## src/rtl/rr_dispatch_pkg.sv

```systemverilog
// Shared state encoding and index-width helper for the round-robin grant dispatcher.
package rr_dispatch_pkg;

   typedef enum logic [1:0] {
      IDLE  = 2'd0,
      GRANT = 2'd1,
      POP   = 2'd2
   } state_e;

   // Width of an index into n items; never below one bit.
   function automatic int unsigned idx_w(input int unsigned n);
      return (n > 1) ? $clog2(n) : 1;
   endfunction

endpackage

```

## src/rtl/rr_grant_dispatcher_if.sv

```systemverilog
// Queue-head / requester bundle for rr_grant_dispatcher; master is the dispatcher side.
interface rr_grant_dispatcher_if
   import rr_dispatch_pkg::*;
#(
   parameter int unsigned N = 4
);
   localparam int unsigned IW = idx_w(N);

   logic [N-1:0]  req_i;
   logic          is_empty_i;
   logic          pop_o;
   logic [N-1:0]  gnt_o;
   logic [IW-1:0] gnt_idx_o;
   logic [N-1:0]  done_i;
   logic          timeout_o;

   modport master (
      input  req_i, is_empty_i, done_i,
      output pop_o, gnt_o, gnt_idx_o, timeout_o
   );

   modport slave (
      output req_i, is_empty_i, done_i,
      input  pop_o, gnt_o, gnt_idx_o, timeout_o
   );

endinterface

```

## src/rtl/rr_pick.sv

```systemverilog
// Rotating-priority picker: first set bit of mask strictly after last_ptr, wrapping.
module rr_pick
   import rr_dispatch_pkg::*;
#(
   parameter  int unsigned N  = 4,
   localparam int unsigned IW = idx_w(N)
) (
   input  logic [N-1:0]  mask,
   input  logic [IW-1:0] last_ptr,
   output logic [IW-1:0] idx,
   output logic          found
);

   logic [IW-1:0] pos;

   // Scan from the farthest offset down so the nearest hit is written last.
   always_comb begin
      idx   = '0;
      found = 1'b0;
      pos   = '0;
      for (int k = int'(N); k >= 1; k--) begin
         pos = IW'((int'(last_ptr) + k) % int'(N));
         if (mask[pos]) begin
            idx   = pos;
            found = 1'b1;
         end
      end
   end

endmodule

```

## src/rtl/rr_grant_dispatcher.sv

```systemverilog
// Grants each requester of the queue head once in round-robin order, then pops the head.
// Optional forced release after HOLD_MAX cycles when GNT_TIMEOUT_EN is defined.
module rr_grant_dispatcher
   import rr_dispatch_pkg::*;
#(
   parameter int unsigned N        = 4,
   parameter int unsigned HOLD_MAX = 8
) (
   input  logic                  clk,
   input  logic                  rst_n,
   rr_grant_dispatcher_if.master bus
);

   localparam int unsigned IW = idx_w(N);
   localparam int unsigned CW = idx_w(HOLD_MAX);

`ifdef GNT_TIMEOUT_EN
   localparam bit TMO_EN = 1'b1;
`else
   localparam bit TMO_EN = 1'b0;
`endif

   // A one-cycle hold limit expires on the very first grant cycle.
   localparam bit TMO_FIRST = TMO_EN && (HOLD_MAX == 1);

   state_e        state_q, state_d;
   logic [N-1:0]  entry_q, entry_d;
   logic [N-1:0]  served_q, served_d;
   logic [N-1:0]  gnt_q, gnt_d;
   logic [IW-1:0] idx_q, idx_d;
   logic [IW-1:0] last_q, last_d;
   logic [CW-1:0] cnt_q, cnt_d;
   logic          pop_q, pop_d;
   logic          tmo_q, tmo_d;

   logic [N-1:0]  served_upd;
   logic [N-1:0]  pick_mask;
   logic [IW-1:0] pick_ptr;
   logic [IW-1:0] pick_idx;
   logic          pick_found;
   logic          expire_c;
   logic          release_c;

   rr_pick #(.N(N)) u_pick (
      .mask     (pick_mask),
      .last_ptr (pick_ptr),
      .idx      (pick_idx),
      .found    (pick_found)
   );

   assign served_upd = served_q | gnt_q;
   assign expire_c   = TMO_EN && (cnt_q == CW'(HOLD_MAX - 1));
   assign release_c  = bus.done_i[idx_q] || expire_c;

   // State and datapath registers.
   always_ff @(posedge clk) begin
      if (!rst_n) begin
         state_q  <= IDLE;
         entry_q  <= '0;
         served_q <= '0;
         gnt_q    <= '0;
         idx_q    <= '0;
         last_q   <= IW'(N - 1);
         cnt_q    <= '0;
         pop_q    <= 1'b0;
         tmo_q    <= 1'b0;
      end else begin
         state_q  <= state_d;
         entry_q  <= entry_d;
         served_q <= served_d;
         gnt_q    <= gnt_d;
         idx_q    <= idx_d;
         last_q   <= last_d;
         cnt_q    <= cnt_d;
         pop_q    <= pop_d;
         tmo_q    <= tmo_d;
      end
   end

   // Next-state and registered-output decode.
   always_comb begin
      state_d   = state_q;
      entry_d   = entry_q;
      served_d  = served_q;
      gnt_d     = gnt_q;
      idx_d     = idx_q;
      last_d    = last_q;
      cnt_d     = cnt_q;
      pop_d     = 1'b0;
      tmo_d     = 1'b0;
      pick_mask = bus.req_i;
      pick_ptr  = last_q;

      unique case (state_q)
         IDLE: begin
            if (!bus.is_empty_i && (|bus.req_i)) begin
               entry_d = bus.req_i;
               idx_d   = pick_idx;
               gnt_d   = N'(1) << pick_idx;
               cnt_d   = '0;
               tmo_d   = TMO_FIRST;
               state_d = GRANT;
            end
         end

         GRANT: begin
            pick_mask = entry_q & ~served_upd;
            pick_ptr  = idx_q;
            if (bus.is_empty_i) begin
               // Queue cleared underneath us: drop the entry without popping.
               gnt_d    = '0;
               served_d = '0;
               cnt_d    = '0;
               state_d  = IDLE;
            end else if (release_c) begin
               served_d = served_upd;
               last_d   = idx_q;
               cnt_d    = '0;
               if (pick_found) begin
                  idx_d = pick_idx;
                  gnt_d = N'(1) << pick_idx;
                  tmo_d = TMO_FIRST;
               end else begin
                  gnt_d   = '0;
                  pop_d   = 1'b1;
                  state_d = POP;
               end
            end else begin
               cnt_d = cnt_q + CW'(1);
               tmo_d = TMO_EN && (cnt_d == CW'(HOLD_MAX - 1));
            end
         end

         POP: begin
            served_d = '0;
            state_d  = IDLE;
         end

         default: begin
            state_d = IDLE;
            gnt_d   = '0;
         end
      endcase
   end

   assign bus.gnt_o     = gnt_q;
   assign bus.gnt_idx_o = idx_q;
   assign bus.pop_o     = pop_q;
   assign bus.timeout_o = tmo_q;

endmodule

```

## src/flat_wrapper.sv

```systemverilog
// flat-port wrapper written by rule: the top's interface ports become plain ports
module rr_grant_dispatcher_flat import rr_dispatch_pkg::*;
#(
   parameter int unsigned N        = 4,
   parameter int unsigned HOLD_MAX = 8
)
  (clk, rst_n, bus_req_i, bus_is_empty_i, bus_done_i, bus_pop_o, bus_gnt_o, bus_gnt_idx_o, bus_timeout_o);
  rr_grant_dispatcher_if #(.N(N)) bus_i ();
  input  logic clk;
  input  logic rst_n;
  input wire logic [$bits(bus_i.req_i)-1:0] bus_req_i;
  input wire logic [$bits(bus_i.is_empty_i)-1:0] bus_is_empty_i;
  input wire logic [$bits(bus_i.done_i)-1:0] bus_done_i;
  output wire logic [$bits(bus_i.pop_o)-1:0] bus_pop_o;
  output wire logic [$bits(bus_i.gnt_o)-1:0] bus_gnt_o;
  output wire logic [$bits(bus_i.gnt_idx_o)-1:0] bus_gnt_idx_o;
  output wire logic [$bits(bus_i.timeout_o)-1:0] bus_timeout_o;
  assign bus_i.req_i = bus_req_i;
  assign bus_i.is_empty_i = bus_is_empty_i;
  assign bus_i.done_i = bus_done_i;
  assign bus_pop_o = bus_i.pop_o;
  assign bus_gnt_o = bus_i.gnt_o;
  assign bus_gnt_idx_o = bus_i.gnt_idx_o;
  assign bus_timeout_o = bus_i.timeout_o;
  rr_grant_dispatcher #(.N(N), .HOLD_MAX(HOLD_MAX)) u_core (.clk(clk), .rst_n(rst_n), .bus(bus_i));
endmodule
```

## config.mk

```make
export PLATFORM = sky130hd
export DESIGN_NAME = rr_grant_dispatcher_flat
export DESIGN_NICKNAME = d
export VERILOG_FILES = /design/src/rtl/rr_dispatch_pkg.sv /design/src/rtl/rr_grant_dispatcher_if.sv /design/src/rtl/rr_pick.sv /design/src/rtl/rr_grant_dispatcher.sv /design/src/flat_wrapper.sv
export SDC_FILE = /design/constraint.sdc
export NUM_CORES = 1
export LEC_CHECK = 0
export ABC_AREA = 1
export BUFFER_PORTS_ARGS = -buffer_cell sky130_fd_sc_hd__buf_2
export CORE_UTILIZATION = 50
export DETAILED_ROUTE_END_ITERATION = 12
export GPL_ROUTABILITY_DRIVEN = 0
export GPL_TIMING_DRIVEN = 0
export PLACE_DENSITY = 0.77
export SYNTH_ARGS = -nofsm -noshare
export SYNTH_HDL_FRONTEND = slang
export SYNTH_SLANG_ARGS = --single-unit
export TNS_END_PERCENT = 1
```

## constraint.sdc

```tcl
create_clock -name clk -period 2.43 [get_ports clk]
set_clock_uncertainty 0.05 [all_clocks]
set_input_delay 0.1215 -clock clk [delete_from_list [all_inputs] [get_ports clk]]
set_output_delay 0.1215 -clock clk [all_outputs]
set_load 0.05 [all_outputs]
```

==> impl_metrics.csv, run 1 <==
group,metric,value,unit
status,status,"completed",
sta,finalCriticalPeriod,2.15,ns
worst_setup_path,worst-setup-path-type,"register to register",
global_route,grt_max_degree,12,
sta,setup_violations,0,
cells_and_area,diodes,0,
sta,tns,0,ns
synth,synth.avg_cell_area,6.00,sq um
detailed_routing,vias_per_cell,5.09,
cells_and_area,num-fill-cells,244,
run,max-cap-violations,0,
synth,ys_seq_area_share,29.2,%
detailed_routing,vias,1365,
synth,synth_area_leader_cell,"dfxtp_1",
global_route,grtUsageTotal,22.9,%
cells_and_area,layout.cells.non_filler,268,
pwr,seqPwrFrac,22.2,%
place,dpl_cell_area,1430,sq um
clock_tree,clk_pin_slew,0.11,ns
synth,syn-num-nets,232,
sta,hold_viol_final,0,
cells_and_area,fin_nets,254,
pwr,peakVddDrop,803,uV
clock_tree,cts_setup_buffers,0,
place,io_buffer_count,17,
pwr,switchingPower,0.00131,W
worst_setup_path,arrival,2.33,ns
detailed_routing,wire_per_inst,10.6,microns
die,core_area,2480,sq um
detailed_routing,final_antenna_net_count,0,
clock_tree,hold_buffers,0,
worst_setup_path,cp.required,2.61,ns
detailed_routing,wirelength,2850,microns
sta,max_freq,466,MHz
place,dp.cells,264,
global_route,grt_pass1_wl,4660,microns
place,place_ws,0.321,ns
pwr,pwr-share-clk,7.1,%
global_route,antenna_found_initial,0,
synth,netlist.area_leader.share,29.2,%
cells_and_area,layout_commonest_cell,"nand2_1",
synth,yosys_warnings,0,
clock_tree,cts_buffers,3,
worst_setup_path,start_kind,"register",
die,dieArea,2810,sq um
sta,period_share,88.3,%
pwr,pwr_density_cell,1590,nW/um^2
clock_tree,clkSinkCount,19,
global_route,first_global_vias,1094,
detailed_routing,drcViolationCount,0,
clock_tree,cts_tree,"yes",
cells_and_area,final_area,1450,sq um
clock_tree,htreeDepth,1,
pwr,switching_share,56.8,%
die,die_w,53.0,microns
cells_and_area,syn2layout_area_growth,11.5,%
synth,syn_area,1300,sq um
die,ios,19,
synth,synthDistinctLibCells,23,
place,dp_hpwl,2300,microns
cells_and_area,drive_above_1_share,16.4,%
pwr,p_comb_share,70.8,%
clock_tree,clock_latency,0.30,ns
sta,rsz0062_at_grt,"no",
worst_setup_path,cp_max_fo,6,
die,die_y,53.0,microns
die,initial_utilization,52.6,%
worst_setup_path,end_kind,"register",
pwr,leakage,0.828,nW
clock_tree,cts_buffer_depth,2,
detailed_routing,dr.pass1.iters,4,
detailed_routing,drt_iter0_drc,39,
synth,ys_ff_latch,19,
synth,synthTopCellsByArea,"dfxtp_1 (29%), nand2_1 (21%), nand3_1 (11%), nor2_1 (6.9%), inv_1 (6.1%)",
die,fp-row-count,18,
global_route,grt.overflow.total,0,
cells_and_area,layout_common_cells,"nand2_1 (73), nand3_1 (28), nor2_1 (24), inv_1 (21), dfxtp_1 (19)",
clock_tree,ctsResizeCount,0,
min_path,hold_class,"primary input to register",
pwr,internal-power,0.000997,W
sta,setup_slack,0.283,ns
clock_tree,root_buffer,"clkbuf_4",
synth,synthCells,217,
sta,slew_violations,0,
==> cells by family (layout without fill, tap and decap cells) <==
logic type,after synthesis,in the layout,synth area share [%]
AND/OR/NAND/NOR,139,139,45.7
AO/OA/AOI/OAI,27,27,12.8
buffers and inverters,27,48,8.17
flip-flops,19,19,29.2
adder cells (fa/ha/maj),4,4,3.84
other,1,1,0.288
==> registers in the layout (all words and copies together) (netlist names) <==
signal                flops
u_core.bus.gnt_idx_o      2
u_core.bus.gnt_o          4
u_core.bus.pop_o          1
u_core.entry_q            4
u_core.last_q             2
u_core.served_q           4
u_core.state_q            2
==> worst max-delay path, stage by stage (launching register included) <==
cell and delay (ns):
dfxtp_1 0.33, inv_1 0.12, ha_1 0.32, nand2_1 0.09, inv_1 0.07, nand2_1 0.09
nand3_1 0.14, nand3_1 0.11, nand2_1 0.12, inv_1 0.07, nand2_1 0.08, nand2_1 0.06
nand2_1 0.14, nand3_1 0.12, a21oi_1 0.16
==> cell type report <==
cell class / instances / area [sq um] / share of cell area [%]
tap: 30 / 37.5 / 2.58
clock buffer: 3 / 22.5 / 1.55
buffer: 2 / 12.5 / 0.861
clock inverter: 1 / 5.00 / 0.345
sequential: 19 / 380 / 26.2
inverter: 25 / 93.8 / 6.46
timing repair buffer: 17 / 85.1 / 5.86
multi-input combinational: 171 / 816 / 56.2
==> stage by stage <==
stage | util, % | power (W) | hold WS, ns
2_1_floorplan | - | 0.00183 | 0.206
3_3_place_gp | 57.5 | 0.00213 | 0.337
3_5_place_dp | 57.5 | 0.00214 | 0.343
4_1_cts | 58.6 | 0.00231 | 0.0242
5_1_grt | 58.6 | 0.00255 | 0.0510
6_report | 58.6 | 0.00231 | 0.0302
==> worst paths after layout <==
check	start	endpoint	slack, ns	cells after the start
min reg2reg	u_core.bus.gnt_o[0]	u_core.bus.gnt_o[0]	0.45	2
max	u_core.state_q[1]	u_core.bus.gnt_o[3]	0.28	14
min	bus_req_i[0]	u_core.entry_q[0]	0.03	3
max reg2reg	u_core.state_q[1]	u_core.bus.gnt_o[3]	0.28	14
==> metal layers <==
| layer | part of all wire [%] | GRT usage [%] | vias up |
|---|---|---|---|
| met3 | 4.0 | 3.45 | 7 |
| met5 | 0 | 0 | - |
| met1 | 52 | 32.3 | 590 |
| met4 | 1.3 | 6.58 | 0 |
| li1 | - | - | 732 |
| met2 | 43 | 35.7 | 36 |
==> synthesized netlist by cell type, drive strengths merged <==
master,instances
nand4,1
conb,1
o211ai,1
nor2,26
a21boi,1
clkinv,1
o21ai,10
nor3,1
inv,24
a21oi,10
o211a,4
buf,2
nand3,28
dfxtp,19
nand2,83
o21bai,1
ha,4
==> power by group through the flow <==
stage	clock [W]	sequential, W	combinational, W
after floorplan	0	0.000652	0.00117
after global placement	0	0.000518	0.00161
after detailed placement	0	0.000516	0.00162
after CTS	0.000168	0.000510	0.00163
after global routing	0.000179	0.000529	0.00184
final	0.000163	0.000513	0.00163
Power figures use the tool's default switching activity.
==> run 2: changes to the inputs <==
--- a/config.mk
+++ b/config.mk
@@ -7,12 +7,13 @@
 export LEC_CHECK = 0
 export ABC_AREA = 1
 export BUFFER_PORTS_ARGS = -buffer_cell sky130_fd_sc_hd__buf_2
-export CORE_UTILIZATION = 50
+export CORE_UTILIZATION = 45
 export DETAILED_ROUTE_END_ITERATION = 12
 export GPL_ROUTABILITY_DRIVEN = 0
 export GPL_TIMING_DRIVEN = 0
-export PLACE_DENSITY = 0.77
+export PLACE_DENSITY = 0.72
 export SYNTH_ARGS = -nofsm -noshare
 export SYNTH_HDL_FRONTEND = slang
+export SYNTH_HIERARCHICAL = 1
 export SYNTH_SLANG_ARGS = --single-unit
 export TNS_END_PERCENT = 1
==> run 2 against run 1 <==
Maximum frequency decreased by 0.23%. Critical path depth rose by 4. Core utilization down 3.7 points. Area after synthesis decreased by 7.3%. Final area shrank 5.4%. Largest power group unchanged.
==> impl_metrics.csv, run 2 <==
group,metric,value,unit
worst_setup_path,reg2reg_slack,0.28,ns
sta,hold_viol_final,0,
clock_tree,cts_buffer_depth,2,
die,core_area,2500,sq um
pwr,seqPwrFrac,37.4,%
clock_tree,clock_latency,0.31,ns
cells_and_area,diodes,0,
clock_tree,cts_buffers,3,
die,fp-row-count,18,
min_path,hold_class,"primary input to register",
detailed_routing,wire_per_inst,10.3,microns
global_route,grtUsageTotal,20.3,%
global_route,grt.overflow.total,0,
cells_and_area,drive_above_1_share,19.4,%
worst_setup_path,cp_max_fo,10,
detailed_routing,wirelength,2600,microns
synth,synthTopCellsByArea,"dfxtp_1 (32%), nand2_1 (21%), nand3_1 (9.5%), nor2_1 (7.2%), inv_1 (6.8%)",
synth,syn_area,1210,sq um
sta,rsz0062_at_grt,"no",
detailed_routing,drcViolationCount,0,
die,dieArea,2890,sq um
pwr,pwr-share-clk,17.0,%
worst_setup_path,crit_chain,"inv_2 > nor2_4 > inv_4 > o21ai_1 > inv_1 > nand2_1 > nand2_1 > nand2_1 > nand2_1 > nand2_1 > nand2_1 > nand2_1 > nand2_1 > inv_1 > nand3_1 > nand3_1 > nand2_1 > nor2_1",
pwr,p_comb_share,45.7,%
synth,synth_ff_type,"dfxtp_1",
cells_and_area,layout_common_cells,"nand2_1 (67), nor2_1 (23), nand3_1 (23), inv_1 (22)",
worst_setup_path,worst_path_largest_cell_delay,0.37,ns
synth,synthCells,199,
die,die_w,53.8,microns
clock_tree,clkSinkCount,19,
detailed_routing,dr.pass1.iters,4,
worst_setup_path,crit_path_top_delay_cell,"dfxtp_2",
detailed_routing,final_antenna_net_count,0,
pwr,leakage,0.741,nW
synth,netlist.area_leader.share,31.5,%
run,max-cap-violations,0,
detailed_routing,met3_length,64,microns
pwr,switching_share,43.8,%
sta,period_share,88.6,%
cells_and_area,layout_commonest_cell,"nand2_1",
synth,syn-num-nets,210,
worst_setup_path,end_kind,"register",
place,io_buffer_count,17,
pwr,peakVddDrop,501,uV
worst_setup_path,worst-setup-path-type,"register to register",
worst_setup_path,arrival,2.36,ns
synth,synth_most_common_cell,"nand2_1",
worst_setup_path,cp.required,2.63,ns
die,initial_utilization,48.3,%
clock_tree,htreeDepth,1,
sta,max_freq,465,MHz
cells_and_area,fin_nets,234,
worst_setup_path,crit_top_cell,"nand2_1",
detailed_routing,vias,1228,
synth,async_flop_share,0,%
sta,setup_slack,0.278,ns
cells_and_area,syn2layout_area_growth,13.8,%
status,status,"completed",
die,ios,19,
global_route,first_global_vias,1006,
place,dp_hpwl,2050,microns
synth,synth_edf_count,0,
sta,setup_violations,0,
synth,yosys-top-cells-count,"nand2_1 (67), nand3_1 (23), nor2_1 (23)",
place,place_ws,0.0676,ns
sta,max_slew.worst_pin.slew,0.505,ns
synth,synth_area_leader_cell,"dfxtp_1",
place,dp.cells,246,
global_route,antenna_found_initial,0,
detailed_routing,met1Wirelength,1290,microns
synth,ys_seq_area_share,31.5,%
die,die_y,53.8,microns
detailed_routing,top_layer,"met4",
pwr,pwr_density_cell,708,nW/um^2
detailed_routing,wl_met2,1210,microns
pwr,internal-power,0.000547,W
sta,slew_violations,0,
synth,ys_ff_latch,19,
synth,yosys_warnings,6,
clock_tree,cts_tree,"yes",
cells_and_area,layout.cells.non_filler,252,
detailed_routing,drt_iter0_drc,26,
pwr,switchingPower,0.000426,W
global_route,grt_max_degree,12,
worst_setup_path,start_kind,"register",
sta,maxSlewHeadroom,66.4,%
sta,tns,0,ns
global_route,grt_pass1_wl,4220,microns
synth,synth.avg_cell_area,6.07,sq um
detailed_routing,vias_per_cell,4.87,
sta,hold_slack,0.0221,ns
clock_tree,root_buffer,"clkbuf_4",
sta,finalCriticalPeriod,2.15,ns
synth,synthDistinctLibCells,25,
clock_tree,clk_pin_slew,0.11,ns
==> run 2: cell types whose count changed in the layout (fill, tap and decap cells not counted), moves of 3 or more <==
cell     before  now
a21oi_1       9   12
ha_1          4    0
nand2_1      73   67
nand2_2       9    5
nand3_1      28   23
o211a_1       4    0
o21ai_0      10    4
==> run 2: power by group through the flow <==
stage | Sequential [W] | Combinational [W] | Clock, W
final | 0.000363 | 0.000444 | 0.000165
after CTS | 0.000363 | 0.000437 | 0.000173
after global placement | 0.000369 | 0.000431 | 0
after detailed placement | 0.000370 | 0.000435 | 0
after floorplan | 0.000427 | 0.000290 | 0
after global routing | 0.000369 | 0.000494 | 0.000177
==> run 2: worst paths after layout <==
path / cells past startpoint / from / endpoint
max reg2reg: 18 / u_core/state_q[0] / u_core/bus.gnt_o[2]
min reg2reg: 2 / u_core/entry_q[1] / u_core/entry_q[1]
max: 18 / u_core/state_q[0] / u_core/bus.gnt_o[2]
min: 3 / rst_n / u_core/entry_q[0]
==> run 2: routing by layer <==
metal	track usage (%)	vias to the layer above
met4	10.1	0
met3	1.69	4
li1	-	670
met1	25.9	536
met5	0	-
met2	34.0	18
==> run 2: final cells by class <==
| class | instances | area (sq um) |
|---|---|---|
| plain buffers | 5 | 38.8 |
| fillers | 275 | 1130 |
| flip-flops and latches | 19 | 382 |
| inverters | 25 | 104 |
| well taps | 30 | 37.5 |
| multi-input cells | 150 | 684 |
| repair buffers | 19 | 100 |
| clock buffers | 3 | 22.5 |
| clock inverters | 1 | 5.00 |
==> run 2: metrics by stage <==
| step | power [W] | util [%] | cell area [sq um] |
|---|---|---|---|
| after floorplan | 0.000717 | - | 1210 |
| after global placement | 0.000800 | 53.2 | 1330 |
| after detailed placement | 0.000805 | 53.2 | 1330 |
| after CTS | 0.000972 | 54.3 | 1360 |
| after global routing | 0.00104 | 55.0 | 1370 |
| final | 0.000973 | 55.0 | 1370 |
==> run 2: logic make-up (layout without fill, tap and decap cells) <==
logic type             after synthesis  in the layout  share of synthesized area [%]
AO/OA/AOI/OAI                       22             22                           10.4
buffers and inverters               30             53                           11.8
flip-flops                          19             19                           31.5
other                                1              1                          0.311
AND/OR/NAND/NOR                    127            127                           46.0
==> run 2: timing repair <==
item / CTS / global route
setup endpoints to repair: 0 / 6
hold buffers: 0 / 0
buffers inserted: 0 / 2
gates resized for setup: 0 / 3
==> run 2: worst max-delay path, delay by kind of cell (launching register included) <==
kind	cells	cell delay, ns
AO/OA/AOI/OAI	1	0.27
buffers and inverters	4	0.38
flip-flops	1	0.37
AND/OR/NAND/NOR	13	1.04
==> run 3: changes to the inputs <==
--- a/config.mk
+++ b/config.mk
@@ -7,6 +7,7 @@
 export LEC_CHECK = 0
 export ABC_AREA = 1
 export BUFFER_PORTS_ARGS = -buffer_cell sky130_fd_sc_hd__buf_2
+export CORE_ASPECT_RATIO = 0.8
 export CORE_UTILIZATION = 45
 export DETAILED_ROUTE_END_ITERATION = 12
 export GPL_ROUTABILITY_DRIVEN = 0
==> run 3 against run 2 <==
Sequential power is essentially flat. Worst setup slack lost 0.024 ns. Cell count grew 3.2%. Highest routed layer unchanged. Global-route usage is essentially flat. Critical path type unchanged. Largest cell class unchanged.
==> impl_metrics.csv, run 3 (synthesized netlist as in run 2, its figures left out) <==
group,metric,value,unit
sta,rsz0062_at_grt,"no",
clock_tree,clk_pin_slew,0.12,ns
sta,hold_viol_final,0,
pwr,pwr_density_cell,698,nW/um^2
worst_setup_path,worst-setup-path-type,"register to register",
worst_setup_path,crit_chain,"inv_2 > nor2_4 > inv_4 > o21ai_1 > buf_6 > inv_8 > nand2_2 > nand2_1 > and2_4 > nand2_1 > inv_1 > nor2_1 > nand2_1 > nand2_1 > nand3_1 > nand3_1 > nand2_1 > nor2_1",
die,initial_utilization,48.2,%
die,die_y,48.3,microns
detailed_routing,final_antenna_net_count,0,
worst_setup_path,arrival,2.38,ns
worst_setup_path,crit_top_cell,"nand2_1",
worst_setup_path,crit_path_top_delay_cell,"dfxtp_2",
detailed_routing,drcViolationCount,0,
die,ios,19,
place,dp_hpwl,2010,microns
sta,slew_violations,0,
cells_and_area,diodes,0,
clock_tree,root_buffer,"clkbuf_4",
die,core_area,2500,sq um
detailed_routing,drt_iter0_drc,80,
status,status,"completed",
detailed_routing,wirelength,2600,microns
sta,setup_violations,0,
clock_tree,clock_latency,0.31,ns
cells_and_area,layout_common_cells,"nand2_1 (67), nor2_1 (23), nand3_1 (23), inv_1 (22)",
global_route,grt_pass1_wl,4530,microns
clock_tree,clkSinkCount,19,
die,fp-row-count,16,
cells_and_area,fin_util,55.8,%
worst_setup_path,end_kind,"register",
worst_setup_path,cp_max_fo,10,
sta,finalCriticalPeriod,2.18,ns
worst_setup_path,cp.required,2.63,ns
sta,period_share,89.5,%
place,dp.cells,252,
pwr,peakVddDrop,441,uV
die,die_w,59.9,microns
clock_tree,cts_buffers,3,
global_route,grt_max_degree,12,
place,place_ws,0.0968,ns
cells_and_area,layout.cells.non_filler,260,
clock_tree,hold_buffers,0,
cells_and_area,drive_above_1_share,20.1,%
clock_tree,htreeDepth,1,
worst_setup_path,start_kind,"register",
global_route,first_global_vias,1089,
sta,max_freq,460,MHz
worst_setup_path,worst_path_largest_cell_delay,0.36,ns
sta,setup_slack,0.255,ns
place,io_buffer_count,17,
min_path,hold_class,"primary input to register",
detailed_routing,vias,1240,
global_route,antenna_found_initial,0,
detailed_routing,wire_per_inst,10.0,microns
die,dieArea,2900,sq um
pwr,leakage,0.752,nW
cells_and_area,fin_nets,236,
global_route,grtUsageTotal,20.3,%
global_route,grt.overflow.total,0,
clock_tree,cts_tree,"yes",
cells_and_area,syn2layout_area_growth,15.6,%
sta,tns,0,ns
cells_and_area,num-fill-cells,255,
cells_and_area,layout_commonest_cell,"nand2_1",
detailed_routing,dr.pass1.iters,4,
run,max-cap-violations,0,
detailed_routing,vias_per_cell,4.77,
clock_tree,cts_buffer_depth,2,
==> run 3: repair_timing <==
action / CTS / global route
setup endpoints to repair: 0 / 6
endpoints found under the hold margin: 0 / 0
resized for setup: 0 / 3
buffers inserted: 0 / 4
==> run 3: worst paths after layout <==
path	start	endpoint	slack [ns]	cells after the start
worst min register to register	u_core/entry_q[3]	u_core/entry_q[3]	0.41	2
worst max register to register	u_core/state_q[0]	u_core/bus.gnt_o[2]	0.25	18
worst min-delay path	rst_n	u_core/entry_q[3]	0.03	3
worst max-delay path	u_core/state_q[0]	u_core/bus.gnt_o[2]	0.25	18
==> run 3: final cells by class <==
| cell class | count | area [sq um] | area share [%] |
|---|---|---|---|
| plain buffers | 5 | 38.8 | 2.78 |
| clock inverters | 1 | 5.00 | 0.358 |
| clock buffers | 3 | 22.5 | 1.61 |
| inverters | 25 | 104 | 7.44 |
| well taps | 36 | 45.0 | 3.23 |
| repair buffers | 21 | 115 | 8.24 |
| flip-flops and latches | 19 | 382 | 27.3 |
| multi-input cells | 150 | 684 | 49.0 |
==> run 3: metal layers <==
| metal | GRT usage (%) | part of all wire (%) |
|---|---|---|
| met4 | 3.49 | 0.73 |
| met3 | 5.61 | 6.9 |
| met1 | 29.6 | 52 |
| met2 | 30.2 | 41 |
| met5 | 0 | 0 |
==> run 3: stage by stage <==
| step | cell area, sq um | total power (W) | hold WS (ns) |
|---|---|---|---|
| finish | 1400 | 0.000975 | 0.0269 |
| global route | 1400 | 0.00106 | 0.0237 |
| CTS | 1370 | 0.000970 | 0.0245 |
| detailed placement | 1340 | 0.000803 | 0.358 |
| global placement | 1340 | 0.000801 | 0.359 |
| floorplan | 1210 | 0.000717 | 0.210 |
==> run 3: critical path: cells and delay by family, from the launching register on <==
family | cells | cell delay (ns)
and+or+nand+nor | 12 | 1.15
buffers and inverters | 5 | 0.41
DFF | 1 | 0.36
AOI/OAI and AO/OA | 1 | 0.15
==> run 3: power breakdown <==
group          internal (W)  total (W)  switching (W)
Combinational      0.000147   0.000444       0.000298
Clock             0.0000615   0.000166       0.000105
Sequential         0.000342   0.000364      0.0000219
Total              0.000550   0.000975       0.000425
